## config.mk

```make
export PLATFORM = sky130hd
export DESIGN_NAME = d_memory_be
export DESIGN_NICKNAME = d
export VERILOG_FILES = /design/src/rtl/d_memory_be.sv
export SDC_FILE = /design/constraint.sdc
export NUM_CORES = 2
export LEC_CHECK = 0
export ABC_AREA = 1
export CELL_PAD_IN_SITES_DETAIL_PLACEMENT = 0
export CELL_PAD_IN_SITES_GLOBAL_PLACEMENT = 1
export CORE_MARGIN = 2
export CORE_UTILIZATION = 45
export CTS_CLUSTER_SIZE = 10
export DETAILED_ROUTE_END_ITERATION = 10
export PLACE_DENSITY_LB_ADDON = 0.25
export SLEW_MARGIN = 20
export SYNTH_ARGS = -nofsm -noshare
export SYNTH_HDL_FRONTEND = slang
export SYNTH_SLANG_ARGS = --single-unit
```

## constraint.sdc

```tcl
create_clock -name clk -period 24 [get_ports clk]
set_input_delay 7.2 -clock clk [delete_from_list [all_inputs] [get_ports clk]]
set_output_delay 7.2 -clock clk [all_outputs]
set_load 0.01 [all_outputs]
```

## src/rtl/d_memory_be.sv

```systemverilog
// d_memory_be: single-port data memory with byte-lane write enables.
//
// After every reset a built-in sequencer zeroes words 0..DEPTH-1, one per
// cycle, holding busy high meanwhile; accesses presented while busy are
// ignored. Once ready, writes update only the lanes selected by byte_en.
// Reads return the registered word one cycle after read_en. A read and a
// write to the same address in one cycle return the merged (write-first)
// word. Accesses to address >= DEPTH never touch memory: reads return zero
// and addr_err pulses for one cycle.
//
// Ports:
//   clk       clock, all state changes on the rising edge
//   rst       synchronous active-high reset, restarts the clear sequence
//   write_en  write request
//   read_en   read request
//   address   word address for read and write
//   data_in   write data
//   byte_en   per-byte write mask, bit i covers data_in[8i+7:8i]
//   data_out  registered read data
//   busy      high while the clear sequence runs
//   addr_err  one-cycle pulse for an accepted access with address >= DEPTH
module d_memory_be #(
  parameter int DSIZE = 16,
  parameter int ASIZE = 8,
  parameter int DEPTH = 256
) (
  input  logic               clk,
  input  logic               rst,
  input  logic               write_en,
  input  logic               read_en,
  input  logic [ASIZE-1:0]   address,
  input  logic [DSIZE-1:0]   data_in,
  input  logic [DSIZE/8-1:0] byte_en,
  output logic [DSIZE-1:0]   data_out,
  output logic               busy,
  output logic               addr_err
);

  localparam int NBYTE = DSIZE / 8;
  localparam logic [ASIZE-1:0] LAST_WORD = ASIZE'(DEPTH - 1);
  // One extra bit so DEPTH == 2**ASIZE still compares correctly.
  localparam logic [ASIZE:0]   DEPTH_W   = (ASIZE + 1)'(DEPTH);

  typedef enum logic {CLEAR, READY} state_t;

  state_t           state_reg;
  logic [ASIZE-1:0] clr_ptr_reg;

  logic [DSIZE-1:0] mem [DEPTH];

  logic             in_range;
  logic             accept;
  logic [DSIZE-1:0] rd_word;
  logic [DSIZE-1:0] merged_word;

  logic             mem_we;
  logic [ASIZE-1:0] mem_addr;
  logic [NBYTE-1:0] mem_mask;
  logic [DSIZE-1:0] mem_wdata;

  assign in_range = ({1'b0, address} < DEPTH_W);
  assign accept   = (state_reg == READY) && (write_en || read_en);
  // Out-of-range reads must never alias onto a real word.
  assign rd_word  = in_range ? mem[address] : '0;

  // Write-first view of the addressed word: new bytes where this cycle's
  // write enables a lane, stored bytes elsewhere.
  generate
    for (genvar gi = 0; gi < NBYTE; gi++) begin : g_merge
      assign merged_word[8*gi +: 8] = (write_en && byte_en[gi]) ?
                                      data_in[8*gi +: 8] : rd_word[8*gi +: 8];
    end
  endgenerate

  // Single write port shared by the clear sequencer and normal writes.
  // Nothing is written in the rst cycle itself.
  always_comb begin
    mem_we    = 1'b0;
    mem_addr  = address;
    mem_mask  = byte_en;
    mem_wdata = data_in;
    if (!rst) begin
      if (state_reg == CLEAR) begin
        mem_we    = 1'b1;
        mem_addr  = clr_ptr_reg;
        mem_mask  = '1;
        mem_wdata = '0;
      end else if (state_reg == READY && write_en && in_range) begin
        mem_we    = 1'b1;
      end
    end
  end

  always_ff @(posedge clk) begin
    if (mem_we) begin
      for (int i = 0; i < NBYTE; i++) begin
        if (mem_mask[i]) begin
          mem[mem_addr][8*i +: 8] <= mem_wdata[8*i +: 8];
        end
      end
    end
  end

  always_ff @(posedge clk) begin
    if (rst) begin
      state_reg   <= CLEAR;
      clr_ptr_reg <= '0;
      data_out    <= '0;
      busy        <= 1'b1;
      addr_err    <= 1'b0;
    end else begin
      case (state_reg)
        CLEAR: begin
          data_out <= '0;
          addr_err <= 1'b0;
          if (clr_ptr_reg == LAST_WORD) begin
            state_reg   <= READY;
            busy        <= 1'b0;
            clr_ptr_reg <= '0;
          end else begin
            clr_ptr_reg <= clr_ptr_reg + 1'b1;
          end
        end
        READY: begin
          addr_err <= accept && !in_range;
          if (read_en) begin
            data_out <= in_range ? merged_word : '0;
          end
        end
        default: begin
          state_reg <= CLEAR;
          busy      <= 1'b1;
          addr_err  <= 1'b0;
        end
      endcase
    end
  end

endmodule
```

-- Word level (Yosys, flattened, before mapping)
Memory sizes are Yosys's and may differ from the RTL's.
Cells that the tools add are included.
- register bits after elaboration: 26
- memory bits (writable): 4096
- output and inout bits: 18
- word-level logic and storage cells: 35
- memories: 1
- memories (memory ; words ; width ; rd ports ; clocked after memory_dff ; write ports ; RTL line ; RTL):
    mem ; 256 ; 16 ; 1 ; 0 ; 1 ; 49 ; logic [DSIZE-1:0] mem [DEPTH];
- add/subtract/negate cells: 1
- equal/unequal tests: 2
- muxes and demuxes: 22
- bitwise operators: 1
- reduce and logical (&&, ||, !) cells: 4
- operator list (operator ; number):
    16-bit 2-to-1 mux ; 3
    8-bit 2-to-1 mux ; 5
    16-bit one-hot mux with 2 select lines ; 1
    1-bit 2-to-1 mux ; 11
    8-bit by 1-bit adder with 8-bit output, second input constant ; 1
    8-bit == test, second input constant ; 1
    2-bit 2-to-1 mux ; 2
    1-bit logical AND ; 3
    2-bit inequality test, second input constant ; 1
    2-bit AND reduction ; 1
    1-bit NOT ; 1

-- Longest topological paths before layout
- word-level depth: 6
- mapped depth: 17
- mapped depth without buffers: 13

-- Worst setup path before layout
No wires, ideal clock.
- path type: input to register
- start: input port rst
- end: memory mem[0][10] (data pin)
- arrival time: 13.505 ns
- slack: 9.102 ns
- stages on the path: 4
- path through: nor2_4 > buf_2 > buf_1 > nor2_1
- longest elaborated chain between the ends: 1
- ends and longest elaborated chain (item ; RTL line ; RTL):
    start: declaration ; 28 ; input logic rst,
    16-bit 2-to-1 mux ; 82 ; if (!rst) begin
    via mem_wdata[10] ; 59 ; logic [DSIZE-1:0] mem_wdata;
    end: declaration ; 49 ;
The timed path passes the listed nets, and every way through them passes these cells.

-- Worst setup path after layout
- start: input port address[2]
- end: register data_out[4]
- longest elaborated chain between the ends: 4
- ends and longest elaborated chain (item ; RTL line ; RTL):
    start: declaration ; 31 ; input logic [ASIZE-1:0] address,
    memory 256 x 16 bit ; n/a ;
    8-bit 2-to-1 mux ; 70 ; assign merged_word[8*gi +: 8] = (write_en && byte_en[gi]) ?
    16-bit 2-to-1 mux ; 126 ; if (read_en) begin
    16-bit one-hot mux with 2 select lines ; 112 ; case (state_reg)
    end signal: assignment ; 127 ; data_out <= in_range ? merged_word : '0;
    end: declaration ; 34 ; output logic [DSIZE-1:0] data_out,
No other way between the ends. The select of a mux whose other input is x is not followed.
A chain may end at the register's enable or synchronous reset.

==> out/metrics.cfg <==
[floorplanning]
initial_core_util=0.452
die_w_um=616
die_y_um=616
die_area_um2=379000
pin_count=48
num_rows=224
core_um2=372000

[synthesis]
ys_ff_latch=4122
synthCells=14300
async_flop_share=0
synth_top_cell_by_area=edfxtp_1
ys_warn_count=0
synth_nets=14400
yosys-top-cells-area=edfxtp_1 73%, nand3_1 12%, nand2_1 10%
syn_area_per_cell_um2=11.8
synth.top_cell.area_share=0.730
synth_edf_count=4096
ys_types=31
synth_area_um2=168000
ys.flop_type=edfxtp_1
ys_seq_area_frac=0.733

[critical_path]
crit_fanout=101
rrSetupSlack_ps=19060
worst_ep_required_time_ps=24930
path_class=in -> reg
critPathLaunchType=input pin
worstSetupEndpointType=flip-flop
worstRegToRegCells=6
critical_path_arrival_ps=12870

[sta]
hold_violations=0
setup_violations=0
rsz0062_at_grt=false
fmax_mhz=83.7
maxSlewViolCount=0
fin_crit_sh=0.498
worst_slack_ps=12050
fin_skew_ps=105
slew_headroom=0.0607
fin_tns_setup_ps=0
worst_pin_slew_ps=1410
post-route-min-period_ps=11950

[clocking]
post_cts_buffers=0
postCtsResizedCells=0
clockBufferDepth=4
cts_tree=yes
htree_levels=5
cts_buffers=461
clkTransAtPathRegs_ps=60
cts_sinks=4122
cts_hold_buf=0
root_buffer=clkbuf_16
clock_latency_ps=1000

[pwr]
ir_worst_vdd_mv=0.0609
total_power_mw=15.1
p_leak_nw=64.1
powerDensity_nw_per_um2=81.6

[run_status]
status=completed

[detailed_routing]
routed_wl_mm=522
drt_iter0_drc=13400
wl_per_cell_um=27.3
drc=0
via_count=112000
postRouteAntennaNets=0
post_drt_via_cell_ratio=5.84
dr.pass1.iters=6

[placement]
place.gp.congestion=0.891
io_buffers=46
place_area_um2=172000
place_hpwl_mm=308
dp_slack_ps=11140

[layout]
layout.nets=14100
largest_reg_flops=4096
final_design_area_no_fill_um2=185000
final_layout_size_suffix_gt1_frac=0.0549
final_common_cell=nand2_1
final_cell_mix=4481 x nand2_1, 4096 x edfxtp_1, 4051 x nand3_1, 497 x nor2_1, 465 x clkbuf_16
syn_to_final_growth_pct=9.70

[worst_hold_path]
min_path_cells=2
hp-class=reg -> reg

[global_route]
grt_pass1_wl_mm=754
track_usage=0.270
antenna_found_initial=17
grt_pass1_vias=106000
grt_max_degree=203
grt-ovfl-total=0

[flow_run]
max-cap-violations=0

[through the flow]
step           std cells  hold slack, ps   util
5_1_grt            19200             537  0.496
3_5_place_dp       18500             505  0.462
6_report           19200             525  0.496
3_3_place_gp       18500             493  0.462
2_1_floorplan      14300             471      -
4_1_cts            19100             515  0.496
[cell type report]
cell class	instances	area, um2
diodes	10	25.0
well taps	4972	6220
clock buffers	566	12000
clock inverters	45	528
flip-flops and latches	4122	124000
multi-input cells	9162	39900
inverters	45	223
fillers	32400	188000
repair buffers	239	2330
[Yosys cell counts (5+ instances only)]
| master | instances |
|---|---|
| nor2_2 | 27 |
| buf_2 | 535 |
| nand3_1 | 4051 |
| nand2_1 | 4481 |
| o21ai_1 | 8 |
| buf_6 | 45 |
| inv_2 | 5 |
| inv_1 | 36 |
| nor2_1 | 533 |
| edfxtp_1 | 4096 |
| a21oi_1 | 38 |
| dfxtp_1 | 26 |
| buf_1 | 125 |
| clkbuf_1 | 208 |
| nor2_4 | 6 |
| buf_4 | 84 |
[kinds of logic after synthesis]
kind of cell	share of synthesized area
and+or+nand+nor	0.234
DFF	0.733
buffers and inverters	0.0313
AOI/OAI and AO/OA	0.00164
xor gates and xnor gates	0.0000520
adders and majority gates	0.0000743
other	0.0000223
[worst max-delay path, stage by stage]
cell and delay [ps]:
buf_8 190, inv_8 570, buf_4 760, buf_4 680
buf_4 590, buf_4 620, nand3_1 230, nand3_1 170
nand3_1 170, nand3_1 250, nand3_1 260, nand2_1 200
nand2_1 300, nand3_1 200, nand2_1 120, a21oi_1 150
[worst paths after layout]
check	startpoint	end
min	clr_ptr_reg[4]	clr_ptr_reg[4]
max reg2reg	state_reg	mem[116][15]
max	address[2]	data_out[4]
min reg2reg	clr_ptr_reg[4]	clr_ptr_reg[4]
[per-layer routing]
metal	vias up	global-route usage	wire [um]
met4	12	0.117	24300
met1	55700	0.366	210000
met2	5202	0.432	246000
met5	-	0	90
met3	1015	0.0414	42200
li1	50000	-	-
[where the power goes]
| part | switching [mW] | total [mW] | internal (mW) |
|---|---|---|---|
| registers | 0.00298 | 7.94 | 7.94 |
| logic | 0.761 | 0.960 | 0.199 |
| clock network | 2.71 | 6.19 | 3.48 |
| total | 3.48 | 15.1 | 11.6 |
No activity file was read; power rests on OpenSTA's default activity.
